File: src/rtl/timer_irq_source_pkg.sv
`default_nettype none
// +----------------------------------------------------------------------------+
// | timer_irq_source_pkg                                                       |
// | Register offsets, TCON bit indices and FSM encoding for the interval timer.|
// | Revision: 1.0                                                              |
// +----------------------------------------------------------------------------+
package timer_irq_source_pkg;

  localparam logic [31:0] c_off_th   = 32'd0;
  localparam logic [31:0] c_off_tl   = 32'd4;
  localparam logic [31:0] c_off_tcon = 32'd8;

  localparam int c_tcon_run = 0;
  localparam int c_tcon_ien = 1;
  localparam int c_tcon_ist = 2;

  typedef logic [1:0] state_t;
  localparam state_t c_st_stop = 2'd0;
  localparam state_t c_st_run  = 2'd1;
  localparam state_t c_st_pend = 2'd2;

  // Word-address compare; the byte offset bits of the bus address are ignored.
  function automatic logic addr_match(input logic [31:0] addr,
                                      input logic [31:0] base,
                                      input logic [31:0] off);
    logic [31:0] w_target;
    w_target = base + off;
    return addr[31:2] == w_target[31:2];
  endfunction

endpackage
`default_nettype wire

File: src/rtl/timer_irq_source_prescaler.sv
`default_nettype none
// +----------------------------------------------------------------------------+
// | timer_prescaler                                                            |
// | Enabled counter with sync clear; emits a 1-cycle tick every PRESCALE clks. |
// | Revision: 1.0                                                              |
// +----------------------------------------------------------------------------+
module timer_prescaler #(
  parameter int unsigned PRESCALE = 1
) (
  input  logic clk,
  input  logic rst,
  input  logic i_en,
  input  logic i_clr,
  output logic o_tick
);

  localparam int unsigned c_cw = (PRESCALE > 1) ? $clog2(PRESCALE) : 1;
  localparam logic [c_cw-1:0] c_last = c_cw'(PRESCALE - 1);

  logic [c_cw-1:0] r_cnt;

  assign o_tick = i_en & (r_cnt == c_last);

  always_ff @(posedge clk or posedge rst) begin
    if (rst) begin
      r_cnt <= '0;
    end else if (i_clr) begin
      r_cnt <= '0;
    end else if (i_en) begin
      r_cnt <= o_tick ? '0 : r_cnt + 1'b1;
    end
  end

endmodule
`default_nettype wire

File: src/rtl/timer_irq_source.sv
`default_nettype none
// +----------------------------------------------------------------------------+
// | timer_irq_source                                                           |
// | Memory-mapped interval timer raising a level interrupt on TL overflow.     |
// | Revision: 1.0                                                              |
// +----------------------------------------------------------------------------+
module timer_irq_source
  import timer_irq_source_pkg::*;
#(
  parameter logic [31:0] BASE_ADDR = 32'h4000_0000,
  parameter int unsigned PRESCALE  = 1
) (
  input  logic        clk,
  input  logic        reset,
  input  logic [31:0] Addr,
  input  logic [31:0] WriteData,
  input  logic        MemWr,
  input  logic        MemRd,
  output logic [31:0] ReadData,
  input  logic        kernel_mode,
  output logic        Interrupt
);

  logic [31:0] r_th;
  logic [31:0] r_tl;
  logic [2:0]  r_tcon;
  state_t      r_state;
  state_t      w_next_state;
  logic        r_irq;

  logic w_hit_th, w_hit_tl, w_hit_tcon;
  logic w_wr_th, w_wr_tl, w_wr_tcon;
  logic w_count_en, w_tick, w_ovf, w_ovf_set;

  assign w_hit_th   = addr_match(Addr, BASE_ADDR, c_off_th);
  assign w_hit_tl   = addr_match(Addr, BASE_ADDR, c_off_tl);
  assign w_hit_tcon = addr_match(Addr, BASE_ADDR, c_off_tcon);

  assign w_wr_th   = MemWr & w_hit_th;
  assign w_wr_tl   = MemWr & w_hit_tl;
  assign w_wr_tcon = MemWr & w_hit_tcon;

  // Holding the prescaler in clear while stopped restarts it from 0 on every start.
  timer_prescaler #(
    .PRESCALE (PRESCALE)
  ) u_prescaler (
    .clk    (clk),
    .rst    (reset),
    .i_en   (w_count_en),
    .i_clr  (~w_count_en),
    .o_tick (w_tick)
  );

  assign w_ovf     = w_tick & (r_tl == 32'hFFFF_FFFF);
  assign w_ovf_set = w_ovf & r_tcon[c_tcon_ien];

  always_ff @(posedge clk or posedge reset) begin
    if (reset) begin
      r_th   <= '0;
      r_tl   <= '0;
      r_tcon <= '0;
    end else begin
      if (w_wr_th) begin
        r_th <= WriteData;
      end
      if (w_wr_tl) begin
        r_tl <= WriteData;
      end else if (w_ovf) begin
        r_tl <= r_th;
      end else if (w_tick) begin
        r_tl <= r_tl + 32'd1;
      end
      if (w_wr_tcon) begin
        r_tcon <= WriteData[2:0];
      end
      // Overflow set overrides a same-cycle software clear.
      if (w_ovf_set) begin
        r_tcon[c_tcon_ist] <= 1'b1;
      end
    end
  end

  always_ff @(posedge clk or posedge reset) begin
    if (reset) begin
      r_state <= c_st_stop;
    end else begin
      r_state <= w_next_state;
    end
  end

  always_comb begin
    w_next_state = r_state;
    case (r_state)
      c_st_stop: begin
        if (w_wr_tcon && WriteData[c_tcon_run]) begin
          w_next_state = c_st_run;
        end
      end
      c_st_run: begin
        if (w_wr_tcon && !WriteData[c_tcon_run]) begin
          w_next_state = c_st_stop;
        end else if (w_ovf_set) begin
          w_next_state = c_st_pend;
        end
      end
      c_st_pend: begin
        if (w_wr_tcon && !WriteData[c_tcon_run]) begin
          w_next_state = c_st_stop;
        end else if (w_wr_tcon && !WriteData[c_tcon_ist] && !w_ovf_set) begin
          w_next_state = c_st_run;
        end
      end
      default: w_next_state = c_st_stop;
    endcase
  end

  always_comb begin
    w_count_en = 1'b0;
    if ((r_state == c_st_run) || (r_state == c_st_pend)) begin
      w_count_en = 1'b1;
    end
  end

  always_ff @(posedge clk or posedge reset) begin
    if (reset) begin
      r_irq <= 1'b0;
    end else begin
      r_irq <= r_tcon[c_tcon_ist] & r_tcon[c_tcon_ien] & ~kernel_mode;
    end
  end

  assign Interrupt = r_irq;

  always_comb begin
    ReadData = 32'h0;
    if (MemRd) begin
      if (w_hit_th) begin
        ReadData = r_th;
      end else if (w_hit_tl) begin
        ReadData = r_tl;
      end else if (w_hit_tcon) begin
        ReadData = {29'd0, r_tcon};
      end
    end
  end

endmodule
`default_nettype wire

File: config.mk
export PLATFORM = sky130hd
export DESIGN_NAME = timer_irq_source
export DESIGN_NICKNAME = d
export VERILOG_FILES = /design/src/rtl/timer_irq_source_pkg.sv /design/src/rtl/timer_irq_source_prescaler.sv /design/src/rtl/timer_irq_source.sv
export SDC_FILE = /design/constraint.sdc
export NUM_CORES = 1
export LEC_CHECK = 0
export CELL_PAD_IN_SITES_DETAIL_PLACEMENT = 2
export CELL_PAD_IN_SITES_GLOBAL_PLACEMENT = 2
export CORE_ASPECT_RATIO = 1.1
export CORE_UTILIZATION = 33
export CTS_CLUSTER_SIZE = 40
export DETAILED_ROUTE_END_ITERATION = 8
export PLACE_DENSITY = 0.94
export SLEW_MARGIN = 30
export SYNTH_ARGS = -nofsm -noshare
export SYNTH_HDL_FRONTEND = slang
export SYNTH_SLANG_ARGS = --single-unit
File: constraint.sdc
create_clock -name clk -period 6 [get_ports clk]
set_input_delay 1.2 -clock clk [delete_from_list [all_inputs] [get_ports clk]]
set_output_delay 1.2 -clock clk [all_outputs]
set_load 0.01 [all_outputs]
# After elaboration in Yosys (flattened, before gate mapping)
# Index checks and enable logic that the tools add are counted.
totals:
  inputBits: 69
  ff_bits: 71
op_classes:
  bitwise_logic: 10
  add_sub_neg: 2
  muxes: 18
  eq_ne: 9
  reduce_logical: 12
ops:
  columns: ["operator", "n"]
  rows:
  - ["$mux W32", 6]
  - ["$eq A30 B29 Y1 const B", 3]
  - ["$add A32 B1 Y32 const B", 1]
  - ["$eq A32 B32 Y1 const B", 1]
  - ["$mux W2", 5]
  - ["$and A1 B1 Y1", 8]
  - ["$mux W3", 2]
  - ["$ne A3 B3 Y1 const B", 2]
  - ["$pmux W2 S3", 1]
  - ["$logic_and A1 B1 Y1", 4]
  - ["$mux W1", 4]
  - ["$logic_not A1 Y1", 3]
  - ["$reduce_and A3 Y1", 1]
  - ["$reduce_bool A3 Y1", 1]
  - ["$eq A2 B1 Y1 const B", 1]
  - ["$eq A2 B2 Y1 const B", 1]
  - ["$logic_not A2 Y1", 1]
  - ["$ne A2 B2 Y1 const B", 1]
  - ["$not A1 Y1", 2]
  - ["$reduce_bool A2 Y1", 1]
  - ["$add A1 B1 Y1 const B", 1]
  - ["$logic_or A1 B1 Y1", 1]

# Longest topological paths before layout
# Gate-level depths: netlist of run 1.
logic_depth:
  depth_word: 11
  ltp_mapped: 10

# Hierarchy
# Synthesis of run 1 repeated with hierarchy kept, for this count alone.
unflattened:
  cells_unflattened: 508
  area_unflattened_um2: 4690.7
by_module_without_submodules:
  columns: ["mod", "n_inst", "area_per_inst_um2", "seq_area_each_um2", "cells_per_inst"]
  rows:
  - ["timer_irq_source", 1, 4640.7, 1751.7, 504]
  - ["timer_prescaler", 1, 50.0, 25.0, 4]

# Worst setup path before layout of run 1
# No wires, ideal clock.
synth_timing:
  kind: "input to output"
  start: "input port Addr[29]"
  end: "output port ReadData[21]"
  path_buffers: 2
  cell_stages: 8
  slack_ps: 1935
  arrival_ps: 2865
  cell_sequence: "nor4b_1 > nand3_1 > nor2_1 > nand2_1 > or2_2 > clkbuf_1 > buf_1 > nor2_1"
synth_between:
  elab_chain_cells: 4
synth_lines:
  columns: ["item", "line_no", "source"]
  rows:
  - ["start: declaration", "timer_irq_source.sv:15", "input logic [31:0] Addr,"]
  - ["$eq A30 B29 Y1", "timer_irq_source_pkg.sv:28", "return addr[31:2] == w_target[31:2];"]
  - ["$mux W32", "timer_irq_source.sv:139", "end else if (w_hit_tl) begin"]
  - ["$mux W32 *", "timer_irq_source.sv:137", "if (w_hit_th) begin"]
  - ["$mux W32 *", "timer_irq_source.sv:136", "if (MemRd) begin"]
  - ["end: declaration", "timer_irq_source.sv:19", "output logic [31:0] ReadData,"]
# Mark *: on every way between the ends. The rest lies on a longest branch, timed or not.

# Worst setup path after layout of run 1
layout_timing:
  start: "input port Addr[21]"
  end: "output port ReadData[17]"
# Same word-level chain as after synthesis.

==> out/results.tsv, run 1 <==
metric	value	unit
status	completed	
Worst-Margin Slew	0.910	ns
Clock transition at path regs	0.06	ns
Synth Cell Area	0.00455	sq mm
leading area contributor after synthesis	dfrtp_1	
min cycle time layout	5.39	ns
WL final	17400	um
CTS buffer count	9	
port bufs	99	
clk sink count	71	
Slew Limit Fails	0	
Pwr Density	179	mW/mm^2
gr ovfl total	0	
Yosys warning total	0	
final hold vios	0	
top cells by count, synth	dfrtp_1 (71), nor2_1 (67), nand2_1 (45), mux2i_1 (40), mux2_2 (37)	
CP max FO	29	
Yosys reg bits	71	
fillcell total	1498	
Max Cap Violations	0	
Finished Cell Area	0.00601	sq mm
largest net degree at the start of global routing	72	
EDFF count, synth	0	
Final nets	667	
CP max stage cell	or2_2	
number of inserted diodes	0	
worst path required time	4.80	ns
Seq/Total Area, Yosys	0.390	
post-CTS setup buffer count	0	
crit path kind	in2out	
CP delay by family, top	simple AND/OR/NAND/NOR gates	
Async SR Flop Fraction	1.00	
cts hold-fix bufs	0	
DR vias	4461	
Worst Path Arrival	4.19	ns
final-report setup violation count	0	
Slew HR	0.391	
clock buffer depth	2	
initial drt markers	148	
routability congestion estimate	0.798	
TNS Setup	0	ns
number of nets with antenna violations after routing	0	
TritonCTS clock tree	built	
clock skew	0.00777	ns
CP endpoint kind	output port	
vias in the first global route	5124	
Yosys top cell area share	0.390	
Syn-to-layout area delta	32.0	%
Max Clk Rate	0.185	GHz
DR WL/cell	22.3	um
Area contributors post-synth	dfrtp_1 (39%), mux2_2 (9.2%), mux2i_1 (8.8%), nor2_1 (5.5%), nand2_1 (3.7%)	
cells after synthesis	506	
GRT Total Usage	0.255	
post-DR vias/cell	5.70	
Tcrit/Tclk final	0.899	
core area	0.0133	sq mm
most common cell in the netlist	dfrtp_1	
worst vdd ir	0.115	mV
crit-path cells	clkdlybuf4s50_1 -> nor4_1 -> nand3_1 -> nor2_1 -> nand2_1 -> or2_2 -> nor2_1 -> clkdlybuf4s50_1	
Post-CTS Resized	0	
share of post-route cells with drive strength above 1	0.129	
# DRC	0	
first-pass GRT wire length	28000	um
DP HPWL	12200	um
I/O pins	102	
leakage power	0.00256	uW
DIE HEIGHT	125	um
Die Area	0.0143	sq mm
dpl cell area	0.00572	sq mm
Syn Area/Cell	9.00	sq um
Distinct cells, synth	57	
Critical Path Max Stage Delay	0.58	ns
Initial Util	0.342	
clock latency reported for the late side of the worst-skew pair	0.34	ns
antenna violations before repair	0	
Synth Net Count	580	
HP Class	reg2reg	
Synth Flop Type	dfrtp_1	
Root Driver	clkbuf_16	
Die X-Extent	114	um
unrepaired setup endpoints after global routing	no	
Site Rows	44	
CTS HTree Levels	3	
startpoint types	primary input	
WP buf/inv	2	
first-pass iteration count of the detailed router	4	
[layer usage]
layer  GRT usage  vias up  part of all wire
met2       0.453       99              0.53
li1            -     2025                 -
met4       0.114        0             0.028
met1       0.307     2302              0.42
met5           0        -                 0
met3      0.0281       35             0.025
[sequential cells by signal (all words and copies together), names as in the netlist]
signal	cells
r_th	32
Interrupt	1
u_prescaler.r_cnt	1
r_tl	32
r_state	2
r_tcon	3
[worst register-to-register path, stage by stage, from the launching register on]
cell	delay, ns
dfrtp_1	0.49
ha_1	0.30
nand3_4	0.16
or4_4	0.56
or4_4	0.63
a221o_1	0.45
or4b_1	0.49
nand3_1	0.12
[cell families after synthesis]
family	synth area share
buf+inv	0.0376
mux	0.179
xor+xnor	0.0115
fa+ha+maj	0.0137
flops	0.390
compound gates	0.145
other cells	0.000824
simple gates	0.221
[layout by cell type, fill, tap and decap left out, types with 3 or more instances in the layout]
cell / netlist / routed
a211oi_1: 3 / 3
a21oi_1: 32 / 32
a22oi_1: 3 / 3
a2bb2oi_1: 4 / 4
a31oi_1: 6 / 6
and2_1: 5 / 5
and3_1: 4 / 4
and4_1: 5 / 5
and4_2: 3 / 3
buf_4: 1 / 6
clkbuf_1: 24 / 5
clkbuf_16: 0 / 9
clkdlybuf4s50_1: 0 / 98
dfrtp_1: 71 / 71
ha_1: 5 / 5
inv_1: 9 / 8
mux2_2: 37 / 37
mux2i_1: 40 / 40
nand2_1: 45 / 45
nand3_1: 17 / 17
nand4_1: 14 / 14
nor2_1: 67 / 67
nor3_1: 5 / 4
nor4_1: 9 / 7
o21ai_0: 30 / 30
o22ai_1: 5 / 5
o31ai_1: 12 / 12
or3_1: 3 / 3
xnor2_1: 5 / 5
[area by class of cell]
class | instances | area (sq um) | share of cell area
tap | 184 | 230 | 0.0383
timing repair buffer | 107 | 1050 | 0.175
multi-input combinational | 395 | 2640 | 0.440
clock buffer | 16 | 272 | 0.0452
sequential | 71 | 1780 | 0.296
inverter | 9 | 33.8 | 0.00562
[metrics by stage]
step	power (uW)	setup slack [ns]	hold WS (ns)	instances	util
2_1_floorplan	514	1.94	0.480	506	-
3_3_place_gp	570	0.842	0.489	765	0.428
3_5_place_dp	573	0.572	0.521	765	0.429
4_1_cts	1080	0.556	0.531	781	0.450
5_1_grt	1110	0.383	0.557	782	0.451
6_report	1070	0.608	0.529	782	0.451
[power breakdown]
group	switching, uW	total (uW)	internal, uW
registers	0.310	480	479
clock network	206	509	304
logic	36.5	85.2	48.7
[final timing paths]
path	start	endpoint	slack, ns	cells past startpoint
min	r_th[14]	r_th[14]	0.53	1
max in group asynchronous	reset	r_th[12]	4.15	3
max	Addr[21]	ReadData[17]	0.61	8
min reg2reg	r_th[14]	r_th[14]	0.53	1
min in group asynchronous	reset	r_state[1]	1.37	3
max reg2reg	r_tl[0]	r_state[1]	2.73	7
(Power assumes the default switching activity.)
==> inputs of run 2 (changes only) <==
- SLEW_MARGIN: 30 -> 20
==> out/results.tsv, run 2 (synthesis gave the netlist of run 1 again) <==
metric	value	unit	change
worst path required time	4.80	ns	about the same
R2R depth	7		unchanged
DIE HEIGHT	125	um	unchanged
commonest non-fill, non-tap cell in the layout	clkdlybuf4s50_1		
CP max FO	29		unchanged
crit path kind	in2out		
Placed Cells	765		unchanged
first-pass iteration count of the detailed router	4		unchanged
cts hold-fix bufs	0		unchanged
min cycle time layout	5.44	ns	+0.0428 ns
I/O pins	102		unchanged
Slew HR	0.299		-0.0924
antenna violations before repair	0		unchanged
Clock transition at path regs	0.06	ns	about the same
clock skew	0.00540	ns	-0.00238 ns
hold slack	0.534	ns	+0.00575 ns
clock latency reported for the late side of the worst-skew pair	0.35	ns	about the same
port bufs	99		unchanged
largest net degree at the start of global routing	72		unchanged
first-pass GRT wire length	27900	um	-0.17%
Tcrit/Tclk final	0.906		+0.00714
TritonCTS clock tree	built		
CTS HTree Levels	3		unchanged
WL final	17500	um	+0.63%
unrepaired setup endpoints after global routing	no		
leakage power	0.00255	uW	-0.32%
Die Area	0.0143	sq mm	unchanged
Slew Limit Fails	0		unchanged
number of nets with antenna violations after routing	0		unchanged
initial drt markers	173		+17%
post-DR vias/cell	5.67		-0.52%
R2R Path End	r_state[1]		
Post-CTS Resized	0		unchanged
Die X-Extent	114	um	unchanged
HP Class	reg2reg		
DR WL/cell	22.4	um	+0.76%
worst vdd ir	0.115	mV	-0.63%
# DRC	0		unchanged
CP endpoint kind	output port		
post-CTS setup buffer count	0		unchanged
number of inserted diodes	0		unchanged
gr ovfl total	0		unchanged
CTS buffer count	9		unchanged
Root Driver	clkbuf_16		
DR vias	4432		-0.65%
Syn-to-layout area delta	31.6	%	
Crit. Startpoint	Addr[21]		
core area	0.0133	sq mm	unchanged
GRT Total Usage	0.255		about the same
Max Clk Rate	0.184	GHz	-0.79%
most frequent cells in the layout	clkdlybuf4s50_1 (98), dfrtp_1 (71), nor2_1 (67)		
final hold vios	0		unchanged
final-report setup violation count	0		unchanged
fin cells	781		-0.13%
TNS Setup	0	ns	unchanged
worst reg2reg setup slack	2.78	ns	+0.05 ns
Max Cap Violations	0		unchanged
startpoint types	primary input		
Initial Util	0.342		unchanged
Worst Path Arrival	4.24	ns	+0.05 ns
status	completed		
fillcell total	1502		+0.27%
DP HPWL	12200	um	+0.13%
Site Rows	44		unchanged
Critical Path End	ReadData[19]		
vias in the first global route	5122		-0.039%
routability congestion estimate	0.798		unchanged
Final nets	666		-0.15%
fin util	0.450		-0.00132
share of post-route cells with drive strength above 1	0.126		-0.00313
clk sink count	71		unchanged
Pwr Density	180	mW/mm^2	+0.75%
Largest regs	r_th x32, r_tl x32, r_tcon x3		
clock buffer depth	2		unchanged
RR Startpoint	r_tl[0]		
Worst-Margin Slew	1.04	ns	+0.133 ns
run 2: cell types whose count changed in the layout (fill, tap and decap cells not counted):
cell,delta
nand2b_1,+1
buf_6,-2
buf_4,+1
nand2b_2,-1
run 2: cell type report:
class	count	area, sq um	area share
clock buffer	16	272	0.0453
inverter	9	33.8	0.00564
multi-input combinational	395	2640	0.441
sequential	71	1780	0.297
tap	184	230	0.0384
timing repair buffer	106	1040	0.173
run 2: metrics by stage:
| stage | instance area (sq um) | setup slack (ns) | power [uW] |
|---|---|---|---|
| 6_report | 5990 | 0.565 | 1080 |
| 5_1_grt | 5990 | 0.336 | 1110 |
| 4_1_cts | 5980 | 0.627 | 1090 |
| 3_5_place_dp | 5710 | 0.647 | 574 |
| 3_3_place_gp | 5710 | 0.842 | 570 |
| 2_1_floorplan | 4550 | 1.94 | 514 |
run 2: worst max-delay path, stage by stage:
cell and delay, ns:
clkdlybuf4s50_1 0.41, nor4_1 0.48, nand3_1 0.27, nor2_1 0.32
nand2_1 0.16, or2_2 0.58, nor2_1 0.23, clkdlybuf4s50_1 0.56
run 2: worst min-delay path by stage:
stage,start,to,slack [ns],depth (start not counted)
3_3_place_gp,r_tcon[0],r_tcon[0],0.49,1
5_1_grt,r_th[12],r_th[12],0.56,1
6_report,r_th[14],r_th[14],0.53,1
3_5_place_dp,r_th[26],r_th[26],0.52,1
2_1_floorplan,r_tcon[0],r_tcon[0],0.48,1
4_1_cts,r_th[26],r_th[26],0.53,1
run 2: power by group:
part           internal [uW]  switching (uW)
combinational           48.4            36.6
sequential               479           0.295
clock                    304             211
total                    832             248
run 2: routing by layer:
metal | GRT usage | part of all wire | wire, um
met1 | 0.299 | 0.41 | 7190
met2 | 0.461 | 0.54 | 9450
met3 | 0.0364 | 0.030 | 534
met4 | 0.102 | 0.020 | 344
met5 | 0 | 0 | 0
